===== config.mk =====
export PLATFORM = sky130hd
export DESIGN_NAME = arb_mux_ctrl_flat
export DESIGN_NICKNAME = d
export VERILOG_FILES = /design/src/rtl/arb_mux_ctrl_pkg.sv /design/src/rtl/arb_mux_ctrl_if.sv /design/src/rtl/arb_mux_ctrl_mux2_bus.sv /design/src/rtl/arb_mux_ctrl.sv /design/src/flat_wrapper.sv
export SDC_FILE = /design/constraint.sdc
export NUM_CORES = 1
export LEC_CHECK = 0
export ABC_AREA = 1
export CORE_MARGIN = 3
export CORE_UTILIZATION = 41
export CTS_BUF_LIST = sky130_fd_sc_hd__clkbuf_2 sky130_fd_sc_hd__clkbuf_4 sky130_fd_sc_hd__clkbuf_8
export DETAILED_ROUTE_END_ITERATION = 8
export PLACE_DENSITY = 0.85
export SETUP_SLACK_MARGIN = 0.1
export SLEW_MARGIN = 5
export SYNTH_ARGS = -nofsm -noshare
export SYNTH_HDL_FRONTEND = slang
export SYNTH_SLANG_ARGS = --single-unit
export TNS_END_PERCENT = 1

===== constraint.sdc =====
create_clock -name clk -period 1.1 [get_ports clk]
set_input_delay 0.22 -clock clk [delete_from_list [all_inputs] [get_ports clk]]
set_output_delay 0.22 -clock clk [all_outputs]
set_load 0.005 [all_outputs]

===== src/rtl/arb_mux_ctrl_pkg.sv =====
// arb_mux_ctrl_pkg: shared state/select encodings and default widths
package arb_mux_ctrl_pkg;
  localparam int DEF_WIDTH = 8;
  localparam int DEF_CNT_W = 16;
  localparam logic [0:0] EMPTY = 1'b0;
  localparam logic [0:0] FULL = 1'b1;
  localparam logic SEL_A = 1'b0;
  localparam logic SEL_B = 1'b1;
endpackage


===== src/rtl/arb_mux_ctrl_if.sv =====
// arb_mux_ctrl_if: requester, consumer and status signals of the arbiter
interface arb_mux_ctrl_if import arb_mux_ctrl_pkg::*; #(
  parameter int WIDTH = DEF_WIDTH,
  parameter int CNT_W = DEF_CNT_W
);
  logic req_a;
  logic [WIDTH-1:0] data_a;
  logic gnt_a;
  logic req_b;
  logic [WIDTH-1:0] data_b;
  logic gnt_b;
  logic out_valid;
  logic [WIDTH-1:0] out_data;
  logic out_ready;
  logic sel;
  logic [CNT_W-1:0] xfer_cnt;
  modport master (
    output req_a, data_a, req_b, data_b, out_ready,
    input gnt_a, gnt_b, out_valid, out_data, sel, xfer_cnt
  );
  modport slave (
    input req_a, data_a, req_b, data_b, out_ready,
    output gnt_a, gnt_b, out_valid, out_data, sel, xfer_cnt
  );
endinterface


===== src/rtl/arb_mux_ctrl_mux2_bus.sv =====
// mux2_bus: combinational WIDTH-wide 2:1 select
module mux2_bus #(
  parameter int WIDTH = 8
) (
  input logic [WIDTH-1:0] a,
  input logic [WIDTH-1:0] b,
  input logic sel,
  output logic [WIDTH-1:0] y
);
  assign y = sel ? b : a;
endmodule


===== src/rtl/arb_mux_ctrl.sv =====
// arb_mux_ctrl: round-robin 2:1 arbiter feeding a one-entry output buffer
module arb_mux_ctrl import arb_mux_ctrl_pkg::*; #(
  parameter int WIDTH = DEF_WIDTH,
  parameter int CNT_W = DEF_CNT_W
) (
  input logic clk,
  input logic rst,
  arb_mux_ctrl_if.slave bus
);
  logic [0:0] state;
  logic last;
  logic load_ok;
  logic pick_b;
  logic [WIDTH-1:0] mux_y;
  always_comb begin
    load_ok = (state == EMPTY) || bus.out_ready;
    pick_b = bus.req_b && (!bus.req_a || last == SEL_A);
    bus.gnt_a = !rst && load_ok && bus.req_a && !pick_b;
    bus.gnt_b = !rst && load_ok && pick_b;
  end
  assign bus.out_valid = state == FULL;
  mux2_bus #(.WIDTH(WIDTH)) u_mux (.a(bus.data_a), .b(bus.data_b), .sel(pick_b), .y(mux_y));
  // a delivery and a reload may coincide; the reload wins the state update
  always_ff @(posedge clk) begin
    if (rst) begin
      state <= EMPTY;
      bus.out_data <= '0;
      bus.sel <= SEL_A;
      bus.xfer_cnt <= '0;
      last <= SEL_B;
    end else begin
      if (bus.out_valid && bus.out_ready) bus.xfer_cnt <= bus.xfer_cnt + CNT_W'(1);
      if (bus.gnt_a || bus.gnt_b) begin
        state <= FULL;
        bus.out_data <= mux_y;
        bus.sel <= pick_b;
        last <= pick_b;
      end else if (bus.out_ready) state <= EMPTY;
    end
  end
endmodule


===== src/flat_wrapper.sv =====
// flat-port wrapper written by rule: the top's interface ports become plain ports
module arb_mux_ctrl_flat import arb_mux_ctrl_pkg::*;
#(
  parameter int WIDTH = DEF_WIDTH,
  parameter int CNT_W = DEF_CNT_W
)
  (clk, rst, bus_req_a, bus_data_a, bus_req_b, bus_data_b, bus_out_ready, bus_gnt_a, bus_gnt_b, bus_out_valid, bus_out_data, bus_sel, bus_xfer_cnt);
  arb_mux_ctrl_if #(.WIDTH(WIDTH), .CNT_W(CNT_W)) bus_i ();
  input logic clk;
  input logic rst;
  input wire logic [$bits(bus_i.req_a)-1:0] bus_req_a;
  input wire logic [$bits(bus_i.data_a)-1:0] bus_data_a;
  input wire logic [$bits(bus_i.req_b)-1:0] bus_req_b;
  input wire logic [$bits(bus_i.data_b)-1:0] bus_data_b;
  input wire logic [$bits(bus_i.out_ready)-1:0] bus_out_ready;
  output wire logic [$bits(bus_i.gnt_a)-1:0] bus_gnt_a;
  output wire logic [$bits(bus_i.gnt_b)-1:0] bus_gnt_b;
  output wire logic [$bits(bus_i.out_valid)-1:0] bus_out_valid;
  output wire logic [$bits(bus_i.out_data)-1:0] bus_out_data;
  output wire logic [$bits(bus_i.sel)-1:0] bus_sel;
  output wire logic [$bits(bus_i.xfer_cnt)-1:0] bus_xfer_cnt;
  assign bus_i.req_a = bus_req_a;
  assign bus_i.data_a = bus_data_a;
  assign bus_i.req_b = bus_req_b;
  assign bus_i.data_b = bus_data_b;
  assign bus_i.out_ready = bus_out_ready;
  assign bus_gnt_a = bus_i.gnt_a;
  assign bus_gnt_b = bus_i.gnt_b;
  assign bus_out_valid = bus_i.out_valid;
  assign bus_out_data = bus_i.out_data;
  assign bus_sel = bus_i.sel;
  assign bus_xfer_cnt = bus_i.xfer_cnt;
  arb_mux_ctrl #(.WIDTH(WIDTH), .CNT_W(CNT_W)) u_core (.clk(clk), .rst(rst), .bus(bus_i));
endmodule

=== Word level (Yosys, flattened, before mapping) ===
Cells that the tools add are included.

* Register bits after elaboration: 27
* Input bits: 21
* Output and inout bits: 28
* Logic and storage cells: 24

* Add/sub/neg operators: 1
* Multiplexer cells: 3
* Bitwise gates (word level): 2
* Reduce and logical (&&, ||, !) cells: 13

{| class="wikitable"
|+ Operators by type and width
! cell !! number
|-
| $add 16x1->16 const B || 1
|-
| $mux 8 || 1
|-
| $logic_and 1x1->1 || 6
|-
| $logic_not 1->1 || 3
|-
| $logic_or 1x1->1 || 3
|-
| $mux 1 || 2
|-
| $not 1->1 || 2
|-
| $reduce_bool 2->1 || 1
|}

=== Depth between registers and ports, before layout ===
* Depth after elaboration: 7
* Gate-level depth with buffers: 9
* Mapped depth without buffers: 9

=== By module ===
A second synthesis with hierarchy kept.

* Cells, all modules: 203
* Area, all modules: 1362.6 µm²

{| class="wikitable"
|+ By module, submodules not included
! module !! times used !! cells each !! area an instance (µm²) !! seq. area each (µm²)
|-
| arb_mux_ctrl || 1 || 177 || 1257.5 || 540.5
|-
| mux2_bus || 1 || 26 || 105.1 || 0.0
|}

=== Worst setup path before layout ===
No wires, ideal clock.

* Path kind: flip-flop to flip-flop
* Start: reg u_core.bus.xfer_cnt[1]
* End: reg u_core.bus.xfer_cnt[14]
* Setup time: 0.113 ns
* Arrival time: 1.156 ns
* Data required time: 0.987 ns
* Path slack: -0.169 ns
* Stages on the path, launching flop included: 9
* Path buffers: 0
* Period minus slack after synthesis: 1.269 ns
* Cell sequence: dfxtp_1 ha_1 nand2_1 nor2_1 nand2_2 nor2_4 nand4_1 nand2_1 nor2_1

* Word-level cells in the longest chain between the ends: 1

{| class="wikitable"
|+ Ends and longest elaborated chain
! item !! line !! source
|-
| start: declaration || arb_mux_ctrl_if.sv:23 || <nowiki>output gnt_a, gnt_b, out_valid, out_data, sel, xfer_cnt</nowiki>
|-
| start signal: assignment || arb_mux_ctrl.sv:32 || <nowiki>if (bus.out_valid && bus.out_ready) bus.xfer_cnt <= bus.xfer_cnt + CNT_W'(1);</nowiki>
|-
| $add 16x1->16 || arb_mux_ctrl.sv:32 ||
|}

No other way between the ends.
A chain may end at the register's enable or synchronous reset.

=== Worst setup path in the final report ===
* Start: reg u_core.state, in the netlist u_core.bus.out_valid
* End: out bus_gnt_a

* Word-level cells in the longest chain between the ends: 5

{| class="wikitable"
|+ Ends and longest elaborated chain
! item !! line !! source
|-
| start: declaration || arb_mux_ctrl.sv:10 || <nowiki>logic [0:0] state;</nowiki>
|-
| start signal: assignment || arb_mux_ctrl.sv:26 || <nowiki>state <= EMPTY;</nowiki>
|-
| start signal: assignment || arb_mux_ctrl.sv:34 || <nowiki>state <= FULL;</nowiki>
|-
| start signal: assignment || arb_mux_ctrl.sv:38 || <nowiki>end else if (bus.out_ready) state <= EMPTY;</nowiki>
|-
| $not 1->1 || arb_mux_ctrl.sv:16 || <nowiki>load_ok = (state == EMPTY) || bus.out_ready;</nowiki>
|-
| $logic_or 1x1->1 || arb_mux_ctrl.sv:16 ||
|-
| $logic_and 1x1->1 (3 in a row) || arb_mux_ctrl.sv:18 || <nowiki>bus.gnt_a = !rst && load_ok && bus.req_a && !pick_b;</nowiki>
|-
| end: declaration || flat_wrapper.sv:16 || <nowiki>output wire logic [$bits(bus_i.gnt_a)-1:0] bus_gnt_a;</nowiki>
|}

No other way between the ends.

==> run metrics <==
outcome=complete, but fails checks; failing checks=setup timing; Worst Tran Pin Value=0.226 ns; Synth async-reset ratio=0%; die area=between 3000 and 4000 um^2; 1st-pass router iterations=4; CTS Buf Count=3; I/O pin count=49; CP startpoint kind=flip-flop; die width=62.6 um; # Max-Cap Violations=0; Hold WS=about 0.25 ns; Post-Layout Cell Count=330; Main synth FF type=dfxtp_1; Internal=1400 uW; share of cells above drive strength 1=between 40% and 50%; r2r worst-path depth=9; Crit. End Element=output port; Bufs on Longest Clock Path=2; num rows=19; Final HPWL DP=2570 um; Initial Utilization=45.3%; Psw=495 uW; # H-tree levels=1; fillers=215; final setup skew=0.00975 ns; Hold Crit Class=input port to flip-flop; Reg clk slew, reported paths=0.15 ns; per-cell routed wire length=10.8 um; Worst R2R Start=u_core.bus.xfer_cnt[1]; setup TNS=-2.39 ns; Hold Violations, Final=0; Total Wirelength=3560 um; gr ovfl total=0; crit path max fanout=2; Post-synth EDFFs=0; register area share after synthesis=41.1%; area taken by flip-flops and latches=approximately 580 um^2; I/O Buffers=48; vias post-DR=1525; Core Region=2900 um^2; wire length of the first global-routing pass=6240 um; Max Freq=756 MHz; IR Drop Worst-Case VDD=0.718 mV; pwr dens=840 nW/um^2; Crit Reg-Reg Endpoint=u_core.bus.xfer_cnt[14]; Skew-Pair Late Insertion Delay=0.33 ns; die height=approximately 63 um; synthesized cell area=1320 um^2; Hold Path Origin=rst; Rel. slew slack=84.8%; First DRT Iteration DRCs=74; Max Transition Viols Final=0; R2R Setup Slk=-0.20 ns; Clk pwr share=24.4%; Area Overhead vs Synth=71.2%; Setup CP Type=flip-flop to output port; Clock Sinks=27; hold depth=3; sequential fraction of design power=55.5%; post-route minimum period=1.32 ns; count of cell types in the netlist=26; gpl congestion=a little over 0.8; Worst EP arrival=1.10 ns; All-Layer GR Usage=19.3%; Multi-input gate area=781 um^2; hold buffers post-CTS=0; Placed Cells=310; Layout Nets=311; post-route setup slack=-0.223 ns; Mean Syn Cell Area=slightly below 7 um^2; antenna viol nets, final=0; unrepaired setup endpoints after global routing=true; routed vias/inst=roughly 4.6; initial antenna violation count=0; vias in the first global route=1458; largest net degree at the start of global routing=22; crit share post-route=120%; Final Setup Violations=27; Lkg Pwr=approximately 0.0011 uW; Sw Ratio=26.2%; cells after synthesis=194; Antenna Cells=0; combinational share of power=20.0%; Synth Warn #=0; Synth Net Count=between 200 and 250; DRC Markers=0; #FFs+latches synth=27; CTS root buf=clkbuf_4; CTS tree=done; Hold EP=u_core.bus.xfer_cnt[2]; Required @ worst endpoint=0.88 ns
[metal layers]
metal	track usage [%]	vias up	wire length (um)
li1	-	804	-
met2	33.8	52	1710
met3	5.04	5	286
met1	23.0	664	1520
met4	5.79	0	40
met5	0	-	0
[final cells by class]
cell class | count | share of cell area (%)
clock buffers | 4 | 1.33
inverters | 21 | 3.84
multi-input cells | 144 | 34.7
flip-flops and latches | 27 | 25.6
well taps | 42 | 2.33
repair buffers | 92 | 32.2
[timing repair]
| item | CTS | global route |
|---|---|---|
| pin swaps | 7 | 3 |
| buffers inserted | 16 | 0 |
| gates resized for setup | 137 | 33 |
| endpoints found under the setup margin | 55 | 55 |
[synth_stat cells (2+ instances only)]
library cell	number	area (um^2)
nand2_1	49	184
nor2_1	39	146
dfxtp_1	27	541
inv_1	16	60.1
o21ai_0	13	65.1
a21oi_1	11	55.1
nand3_1	7	35.0
nand2_2	4	25.0
nor2_2	4	25.0
nor3_1	4	20.0
inv_2	3	11.3
nand2_4	2	22.5
nand4_1	2	12.5
[stage by stage]
step           area [um^2]  util, %  power (uW)  worst slack, ns
2_1_floorplan         1350        -        1210          -0.0625
3_5_place_dp          2080     71.9        1440           -0.734
5_1_grt               2250     77.6        2000           -0.298
6_report              2250     77.6        1890           -0.223
3_3_place_gp          2080     71.9        1440           -0.746
4_1_cts               2180     75.3        1880           -0.264
[sequential cells by signal, summed over array words and instances, names as in the netlist]
register / cells
u_core.bus.out_valid: 1
u_core.last: 1
u_core.bus.out_data: 8
u_core.bus.sel: 1
u_core.bus.xfer_cnt: 16
[power by group through the flow]
| stage | registers, uW | clock network (uW) | logic [uW] |
|---|---|---|---|
| finish | 1050 | 462 | 379 |
| floorplan | 1070 | 0 | 138 |
| CTS | 1050 | 461 | 369 |
| detailed placement | 1070 | 0 | 378 |
| global placement | 1060 | 0 | 370 |
| global route | 1060 | 518 | 423 |
[worst max-delay path by stage]
stage	from	end	slack (ns)	cells past startpoint
after global placement	bus_out_ready	bus_gnt_a	-0.75	8
final	u_core.bus.out_valid	bus_gnt_a	-0.22	6
after CTS	u_core.bus.out_valid	bus_gnt_a	-0.26	6
after global routing	u_core.bus.out_valid	bus_gnt_a	-0.30	6
after floorplan	u_core.bus.xfer_cnt[1]	u_core.bus.xfer_cnt[14]	-0.06	8
after detailed placement	bus_out_ready	bus_gnt_a	-0.73	8
[critical path, cell delays in order (launching register included)]
cell	delay [ns]
dfxtp_2	0.36
nand2_2	0.06
nand2_2	0.07
inv_2	0.07
nand2_4	0.04
nor2_2	0.07
buf_2	0.11
[cell usage in the layout, fill, tap and decap left out, types with 2 or more instances in the layout]
cell,instances
nor3_1,3
nor2_2,6
nor2_4,4
inv_1,14
nor2_1,34
inv_4,3
buf_2,21
dfxtp_2,26
nand2_1,44
o21ai_0,11
inv_2,4
nand3_1,6
buf_6,10
nand2_2,6
nand2_4,5
a21oi_1,10
nand4_1,2
clkbuf_4,4
clkdlybuf4s50_1,18
o21ai_1,2
buf_4,40
[logic make-up after synthesis]
kind of cell	Yosys count	share of synthesized area (%)
adders and majority gates	1	0.951
and+or+nand+nor	117	41.0
DFF	27	41.1
AOI/OAI and AO/OA	26	10.1
buffers and inverters	23	6.85
No activity file was read; power rests on OpenSTA's default activity.
